$ cat src/rtl/multicycle_controller_if.sv
// multicycle_controller_if: control bus between the multi-cycle sequencer and the RISC datapath
//   master (sequencer): takes opcode/zero/mem_ready and drives the strobes.
//   slave  (datapath) : the mirror image.
//   opcode     instr[15:13] from IR
//   zero       ALU zero flag
//   mem_ready  memory access complete this cycle
//   ir_write, pc_write, pc_src, iord, mem_read, mem_write,
//   alu_src, alu_op, reg_write, reg_dst, mem_to_reg   datapath controls
interface multicycle_controller_if;
    logic [2:0] opcode;
    logic       zero;
    logic       mem_ready;
    logic       ir_write;
    logic       pc_write;
    logic [1:0] pc_src;
    logic       iord;
    logic       mem_read;
    logic       mem_write;
    logic       alu_src;
    logic [1:0] alu_op;
    logic       reg_write;
    logic       reg_dst;
    logic       mem_to_reg;
    modport master (
        input  opcode, zero, mem_ready,
        output ir_write, pc_write, pc_src, iord, mem_read, mem_write,
               alu_src, alu_op, reg_write, reg_dst, mem_to_reg
    );
    modport slave (
        output opcode, zero, mem_ready,
        input  ir_write, pc_write, pc_src, iord, mem_read, mem_write,
               alu_src, alu_op, reg_write, reg_dst, mem_to_reg
    );
endinterface

$ cat src/rtl/multicycle_controller.sv
// multicycle_controller: FETCH/DECODE/EXEC/MEM/WB sequencer with run/halt, retire counter and memory-timeout trap
//   clk          rising-edge clock
//   rst_n        asynchronous active-low reset
//   start        leave IDLE (ignored when busy)
//   halt         return to IDLE at the next instruction boundary
//   bus          control bus (master side)
//   busy         state is neither IDLE nor ERR
//   err          sticky memory-timeout flag
//   state        IDLE=0 FETCH=1 DECODE=2 EXEC=3 MEM=4 WB=5 ERR=7
//   instr_count  retired instructions, wraps
module multicycle_controller #(
    parameter int CNT_W       = 16,
    parameter int MEM_TIMEOUT = 15
) (
    input  logic                         clk,
    input  logic                         rst_n,
    input  logic                         start,
    input  logic                         halt,
    multicycle_controller_if.master      bus,
    output logic                         busy,
    output logic                         err,
    output logic [2:0]                   state,
    output logic [CNT_W-1:0]             instr_count
);
    localparam int WW = $clog2(MEM_TIMEOUT + 1);
    localparam logic [2:0] OP_R    = 3'b000;
    localparam logic [2:0] OP_ADDI = 3'b001;
    localparam logic [2:0] OP_LW   = 3'b010;
    localparam logic [2:0] OP_SW   = 3'b011;
    localparam logic [2:0] OP_BEQ  = 3'b100;
    localparam logic [2:0] OP_JMP  = 3'b101;

    typedef enum logic [2:0] {
        IDLE   = 3'd0,
        FETCH  = 3'd1,
        DECODE = 3'd2,
        EXEC   = 3'd3,
        MEM    = 3'd4,
        WB     = 3'd5,
        ERR    = 3'd7
    } state_t;

    state_t          cur, nxt;
    logic [2:0]      op;
    logic [WW-1:0]   wait_cnt;
    logic            retire;
    logic            expire;

    // The access that is still not ready on the MEM_TIMEOUT-th cycle traps.
    assign expire = wait_cnt == WW'(MEM_TIMEOUT - 1);
    assign busy   = cur != IDLE && cur != ERR;
    assign state  = cur;

    always_ff @(posedge clk or negedge rst_n) begin
        if (!rst_n) begin
            cur         <= IDLE;
            op          <= '0;
            wait_cnt    <= '0;
            instr_count <= '0;
            err         <= 1'b0;
        end else begin
            cur <= nxt;
            if (cur == DECODE)
                op <= bus.opcode;
            // Only FETCH and MEM can repeat themselves, and only while waiting on memory.
            wait_cnt <= (nxt == cur && (cur == FETCH || cur == MEM)) ? wait_cnt + WW'(1) : '0;
            if (retire)
                instr_count <= instr_count + CNT_W'(1);
            if (nxt == ERR)
                err <= 1'b1;
        end
    end

    always_comb begin
        nxt            = cur;
        retire         = 1'b0;
        bus.ir_write   = 1'b0;
        bus.pc_write   = 1'b0;
        bus.pc_src     = 2'b00;
        bus.iord       = 1'b0;
        bus.mem_read   = 1'b0;
        bus.mem_write  = 1'b0;
        bus.alu_src    = 1'b0;
        bus.alu_op     = 2'b00;
        bus.reg_write  = 1'b0;
        bus.reg_dst    = 1'b0;
        bus.mem_to_reg = 1'b0;
        case (cur)
            IDLE: nxt = start ? FETCH : IDLE;
            FETCH: begin
                bus.mem_read = 1'b1;
                bus.ir_write = bus.mem_ready;
                bus.pc_write = bus.mem_ready;
                nxt          = bus.mem_ready ? DECODE : expire ? ERR : FETCH;
            end
            DECODE: begin
                retire = bus.opcode[2:1] == 2'b11;
                nxt    = EXEC;
            end
            EXEC: begin
                case (op)
                    OP_R: begin
                        bus.alu_op = 2'b10;
                        nxt        = WB;
                    end
                    OP_ADDI, OP_LW, OP_SW: begin
                        bus.alu_src = 1'b1;
                        nxt         = op == OP_ADDI ? WB : MEM;
                    end
                    OP_BEQ: begin
                        bus.alu_op   = 2'b01;
                        bus.pc_write = bus.zero;
                        bus.pc_src   = 2'b01;
                        retire       = 1'b1;
                    end
                    OP_JMP: begin
                        bus.pc_write = 1'b1;
                        bus.pc_src   = 2'b10;
                        retire       = 1'b1;
                    end
                    default: retire = 1'b1;
                endcase
            end
            MEM: begin
                bus.iord      = 1'b1;
                bus.alu_src   = 1'b1;
                bus.mem_read  = op == OP_LW;
                bus.mem_write = op == OP_SW;
                retire        = bus.mem_ready && op != OP_LW;
                nxt           = bus.mem_ready ? WB : expire ? ERR : MEM;
            end
            WB: begin
                bus.reg_write  = 1'b1;
                bus.reg_dst    = op == OP_R;
                bus.mem_to_reg = op == OP_LW;
                retire         = 1'b1;
            end
            ERR: nxt = ERR;
            default: nxt = IDLE;
        endcase
        if (retire)
            nxt = halt ? IDLE : FETCH;
    end
endmodule

$ cat src/flat_wrapper.sv
// flat-port wrapper written by rule: the top's interface ports become plain ports
module multicycle_controller_flat 
#(
    parameter int CNT_W       = 16,
    parameter int MEM_TIMEOUT = 15
)
  (clk, rst_n, start, halt, busy, err, state, instr_count, bus_opcode, bus_zero, bus_mem_ready, bus_ir_write, bus_pc_write, bus_pc_src, bus_iord, bus_mem_read, bus_mem_write, bus_alu_src, bus_alu_op, bus_reg_write, bus_reg_dst, bus_mem_to_reg);
  multicycle_controller_if bus_i ();
  input  logic clk;
  input  logic rst_n;
  input  logic start;
  input  logic halt;
  output logic busy;
  output logic err;
  output logic [2:0] state;
  output logic [CNT_W-1:0] instr_count;
  input wire logic [$bits(bus_i.opcode)-1:0] bus_opcode;
  input wire logic [$bits(bus_i.zero)-1:0] bus_zero;
  input wire logic [$bits(bus_i.mem_ready)-1:0] bus_mem_ready;
  output wire logic [$bits(bus_i.ir_write)-1:0] bus_ir_write;
  output wire logic [$bits(bus_i.pc_write)-1:0] bus_pc_write;
  output wire logic [$bits(bus_i.pc_src)-1:0] bus_pc_src;
  output wire logic [$bits(bus_i.iord)-1:0] bus_iord;
  output wire logic [$bits(bus_i.mem_read)-1:0] bus_mem_read;
  output wire logic [$bits(bus_i.mem_write)-1:0] bus_mem_write;
  output wire logic [$bits(bus_i.alu_src)-1:0] bus_alu_src;
  output wire logic [$bits(bus_i.alu_op)-1:0] bus_alu_op;
  output wire logic [$bits(bus_i.reg_write)-1:0] bus_reg_write;
  output wire logic [$bits(bus_i.reg_dst)-1:0] bus_reg_dst;
  output wire logic [$bits(bus_i.mem_to_reg)-1:0] bus_mem_to_reg;
  assign bus_i.opcode = bus_opcode;
  assign bus_i.zero = bus_zero;
  assign bus_i.mem_ready = bus_mem_ready;
  assign bus_ir_write = bus_i.ir_write;
  assign bus_pc_write = bus_i.pc_write;
  assign bus_pc_src = bus_i.pc_src;
  assign bus_iord = bus_i.iord;
  assign bus_mem_read = bus_i.mem_read;
  assign bus_mem_write = bus_i.mem_write;
  assign bus_alu_src = bus_i.alu_src;
  assign bus_alu_op = bus_i.alu_op;
  assign bus_reg_write = bus_i.reg_write;
  assign bus_reg_dst = bus_i.reg_dst;
  assign bus_mem_to_reg = bus_i.mem_to_reg;
  multicycle_controller #(.CNT_W(CNT_W), .MEM_TIMEOUT(MEM_TIMEOUT)) u_core (.clk(clk), .rst_n(rst_n), .start(start), .halt(halt), .bus(bus_i), .busy(busy), .err(err), .state(state), .instr_count(instr_count));
endmodule
$ cat config.mk
export PLATFORM = sky130hd
export DESIGN_NAME = multicycle_controller_flat
export DESIGN_NICKNAME = d
export VERILOG_FILES = /design/src/rtl/multicycle_controller_if.sv /design/src/rtl/multicycle_controller.sv /design/src/flat_wrapper.sv
export SDC_FILE = /design/constraint.sdc
export NUM_CORES = 1
export LEC_CHECK = 0
export ABC_AREA = 1
export BUFFER_PORTS_ARGS = -buffer_cell sky130_fd_sc_hd__buf_4
export CAP_MARGIN = 20
export CORE_MARGIN = 2
export CORE_UTILIZATION = 40
export CTS_CLUSTER_DIAMETER = 120
export DETAILED_ROUTE_END_ITERATION = 8
export PLACE_DENSITY_LB_ADDON = 0.08
export SLEW_MARGIN = 15
export SYNTH_ARGS = -nofsm -noshare
export SYNTH_HDL_FRONTEND = slang
export SYNTH_SLANG_ARGS = --single-unit
$ cat constraint.sdc
create_clock -name clk -period 1.9 [get_ports clk]
set_input_delay 0.285 -clock clk [delete_from_list [all_inputs] [get_ports clk]]
set_output_delay 0.285 -clock clk [all_outputs]
set_load 0.1 [all_outputs]
# Yosys cells after proc, flatten, opt, wreduce, memory -nomap -nowiden
# Index checks and enable logic that the tools add are counted.
# Widths: inputs -> output; s select.
# op_classes
n_eq_ne,17
muxes,28
reduce_logical,9
n_addsub,2
# ops
op,n
$pmux 3 s7,1
$eq 3x3->1 const B,6
$add 16x1->16 const B,1
$eq 3x2->1 const B,4
$mux 3,4
$mux 1,11
$pmux 1 s2,4
$pmux 2 s2,2
$eq 3x1->1 const B,2
$logic_not 3->1,2
$mux 2,3
$pmux 3 s2,1
$add 4x1->4 const B,1
$eq 4x4->1 const B,1
$mux 4,1
$pmux 1 s4,1
$reduce_or 4->1,1
$eq 3x3->1,1
$logic_and 1x1->1,3
$ne 3x2->1 const B,1
$ne 3x3->1 const B,1
$reduce_bool 3->1,1
$reduce_or 3->1,1
$eq 2x2->1 const B,1
$logic_or 1x1->1,1
# totals
out_inout_bits,34
ff_bits,27
wordCells,61
input_bits,9

# Longest topological paths before layout
# depth
ltp_word,8
mapped_depth,13
mapped_depth_nobuf,12

# Least setup slack after synthesis
# Ideal clock, no wire load.
# synth_path
path_kind,register to output
from,"reg u_core.cur[0], in the netlist u_core.state[0]"
to,out bus_pc_write
path_slack_ps,-2078
t_arrival_ps,3693
path_stages_with_launch,6
required_time_ps,1615
cell_sequence,dfrtp_1 > buf_6 > nand2_1 > inv_1 > nand2_2 > o32ai_1
# synth_between
elab_chain_len,2
elab_cells_between_ends,3
cone_classes,eq/ne: 2; mux: 1
# synth_rtl
item,line,rtl
from (decl),multicycle_controller.sv:43,"state_t cur, nxt;"
from (signal assigned),multicycle_controller.sv:62,cur <= nxt;
$eq 3x2->1 or $eq 3x1->1 (tied branches),multicycle_controller.sv:88,case (cur)
$pmux 1 s2 (*),multicycle_controller.sv:88,
to (decl),flat_wrapper.sv:21,output wire logic [$bits(bus_i.pc_write)-1:0] bus_pc_write;
# Mark *: on every way between the ends. The rest lies on a longest branch, timed or not.

# Worst setup path in the final report
# layout_path
from,"reg u_core.cur[2], in the netlist u_core.state[2]"
to,out bus_pc_write
# Same word-level chain as after synthesis.

==> metrics list <==
* Filler cell count: 360
* Placeable core region: 3970 um^2
- Final Cycle Share: 0.991
* Detailed Place HPWL: roughly 3100 um
- After clock tree synthesis, the clock-pin slew on the worst setup and hold paths is ~100 ps.
- For this configuration, the core starts out at a cell density of 0.413.
* Final core utilization: 0.601
* Residual overflow from global routing: 0
- Die footprint: roughly 4600 um^2
- The layer flagged by global routing as most heavily used is met2.
- The clock drives 27 sinks.
- TritonCTS clock tree: done
* Worst Setup End Kind: output port
* Termination of the worst setup path: bus_pc_write
- Leading post-synthesis cells by cell area: sky130_fd_sc_hd__dfrtp_1, sky130_fd_sc_hd__nand2_1, sky130_fd_sc_hd__xor2_1
* Reg2Reg Setup Slack: between 100 and 150 ps
* Maximum count of clock buffers along a single path: 2
- Worst setup path category: reg -> out
- Worst flop-to-flop path startpoint: u_core.state[0]$_DFF_PN0_
- Post-synthesis instance area: ~1600 um^2
* Global-route wire length before repair: between 6000 and 7000 um
- Largest net degree at the start of global routing: 28
- Global-route usage over all layers: 0.191
- The detailed router finished its first iteration with just under 70 violations.
- In the global route stage, met1 resource usage came out at 0.273.
* Required @ worst endpoint: between 1500 and 2000 ps
- Fin Clk Skew: 6.81 ps
- The worst pin sits at a relative slew slack of 0.697.
- Routability congestion estimate: 0.946
* Cell at the root of the clock tree: sky130_fd_sc_hd__clkbuf_8
* Met3 Resource Use GR: 0.0296
- In the routed design, unresolved DRC markers number 0.
- Before antenna repair, the detailed router went through 4 iterations.
* Tightest Hold Check Type: in -> reg
- By instance count, the leading cell after synthesis is sky130_fd_sc_hd__nand2_1.
* Number of primary I/O pins: between 40 and 50
- Worst-path maximum fanout: 7
- The number of cells on the worst reg-to-reg path is 10.
- The number of nets in the synthesized netlist is roughly 220.
- The Yosys step of the flow raised 0 warnings.
- 0 antenna diodes ended up in the layout.
- Area added between synthesis and finish: 45.6%
- In the final layout, the share of cells above drive strength 1 is 0.393.
* Post-place instance area: roughly 2200 um^2
- Static timing analysis puts the maximum clock frequency at 531 MHz.
- The via count of the first global-routing pass was 1453.
- Outcome: completed
- Clk_lat worst skew: roughly 280 ps
- The share of synthesized area in the top cell type comes to 0.412.
- After detailed routing, the average wire length per cell comes to about 13 um.
- The average instance in the mapped netlist occupies 7.73 um^2.
- The max-slew violation count is 0.
* GR Util met2: 0.294
* Count of nets left with antenna violations after detail routing: 0
- Worst Max-Slew Pin Slew: 451 ps
- Detail-routed via count per cell: roughly 4.9
- Post-route cell area: 2390 um^2
* Number of flops mapped to enable cells by yosys: 0
* Category of the worst setup path launch point: register
- Chip Height: 68.0 um
- Number of flip-flops and latches in the synthesized netlist: 27
* R2r endpoint: u_core.instr_count[12]$_DFFE_PN0P_
* TritonCTS Buffers: 3
* Via total after detailed routing: 1577
- Worst slack on hold paths: 208 ps
- Min Clock Period, post-route: 1880 ps
* Setup repair after global routing missed its margin: yes
* Initial antenna violation count: 0
- Arrival time of data at the critical path endpoint: ~1600 ps
* Final routed wirelength across all metal layers: between 4000 and 5000 um
- At the end of the flow, the number of nets in the layout was 283.
- The share of the Yosys chip area taken by registers is 0.412.
- Counting flops with an async set or reset pin after synthesis yields a share of 1.00.
- Top cells by instance count after synthesis: sky130_fd_sc_hd__nand2_1, sky130_fd_sc_hd__dfrtp_1, sky130_fd_sc_hd__nor2_1
- Input and output buffers added on the ports amount to 42.
- Start point of the critical path: u_core.state[2]$_DFF_PN0_
- Post-Synthesis Cells: approximately 210
- Maximum level of the CTS H-tree: 1
- Max-cap violations in this run came to 0.
- Total setup violations reported at the end of the flow: 0
- Count of different cell masters after synthesis: 27
- The most used flip-flop cell after synthesis is sky130_fd_sc_hd__dfrtp_1.
- The number of hold violations in the final report is 0.
* Placement row count: 23
- The floorplan step set the die width to between 60 and 70 um.
- The synthesized design spends more area on one cell type than any other, namely sky130_fd_sc_hd__dfrtp_1.
## metal layers
layer  wire length (um)  vias to the layer above
met5                  0                        -
li1                   -                      788
met3                227                        7
met1               1860                      735
met4                 53                        0
met2               1870                       47
## cell families after synthesis
logic type,synth area share
AND/OR/NAND/NOR,0.344
buffers and inverters,0.0832
flip-flops,0.412
XOR/XNOR,0.0901
AO/OA/AOI/OAI,0.0473
adder cells (fa/ha/maj),0.0229
## worst min-delay path by stage
| stage | startpoint | to | slack [ps] | cells after the start |
|---|---|---|---|---|
| 2_1_floorplan | rst_n | u_core.err$_DFFE_PN0N_ | -10 | 0 |
| 5_1_grt | bus_opcode[0] | u_core.op[0]$_DFFE_PN0P_ | 220 | 3 |
| 3_3_place_gp | rst_n | u_core.state[1]$_DFF_PN0_ | 230 | 1 |
| 4_1_cts | bus_opcode[1] | u_core.op[1]$_DFFE_PN0P_ | 200 | 3 |
| 6_report | bus_opcode[1] | u_core.op[1]$_DFFE_PN0P_ | 210 | 3 |
| 3_5_place_dp | rst_n | u_core.state[1]$_DFF_PN0_ | 230 | 1 |
## through the flow
stage | TNS (ps) | worst slack [ps] | instances
3_3_place_gp | 0 | 186 | 310
3_5_place_dp | 0 | 168 | 310
4_1_cts | 0 | 0.420 | 319
6_report | 0 | 18.0 | 320
2_1_floorplan | -2970 | -247 | 212
5_1_grt | -67.4 | -36.5 | 320
## registers in the layout, summed over array words and instances (netlist names)
signal,flops
u_core.instr_count,16
u_core.op,3
u_core.err,1
u_core.state,3
u_core.wait_cnt,4
## final cells by class
type / instances / area [um^2] / area share
Sequential cell: 27 / 692 / 0.290
Clock inverter: 1 / 7.51 / 0.00314
Multi-Input combinational cell: 154 / 967 / 0.405
Tap cell: 50 / 62.6 / 0.0262
Clock buffer: 3 / 41.3 / 0.0173
Inverter: 29 / 118 / 0.0493
Timing Repair Buffer: 56 / 499 / 0.209
## worst max-delay path: stages, from the launching register on
cell and delay, ps:
sky130_fd_sc_hd__dfrtp_4 530, sky130_fd_sc_hd__nor2_2 160, sky130_fd_sc_hd__nand2_4 120, sky130_fd_sc_hd__o32ai_4 300, sky130_fd_sc_hd__buf_12 210
## cell usage in the layout (no fill, tap or decap), types with 6 or more instances in the layout
master / count
sky130_fd_sc_hd__nand3_1: 12
sky130_fd_sc_hd__xor2_1: 12
sky130_fd_sc_hd__nor2_2: 7
sky130_fd_sc_hd__inv_1: 22
sky130_fd_sc_hd__nand2_1: 50
sky130_fd_sc_hd__buf_4: 47
sky130_fd_sc_hd__o21ai_0: 7
sky130_fd_sc_hd__dfrtp_1: 20
sky130_fd_sc_hd__nor3_1: 6
sky130_fd_sc_hd__nor2_1: 19
## repair_timing
action | in CTS | in global routing
endpoints found under the setup margin | 9 | 9
cloned | 0 | 0
setup buffers | 4 | 1
hold buffers | 1 | 0
endpoints found under the hold margin | 27 | 0
resized for setup | 15 | 11
Power is not shown: default switching activity piles up to over one toggle a cycle in this logic, so the estimate is an artifact.
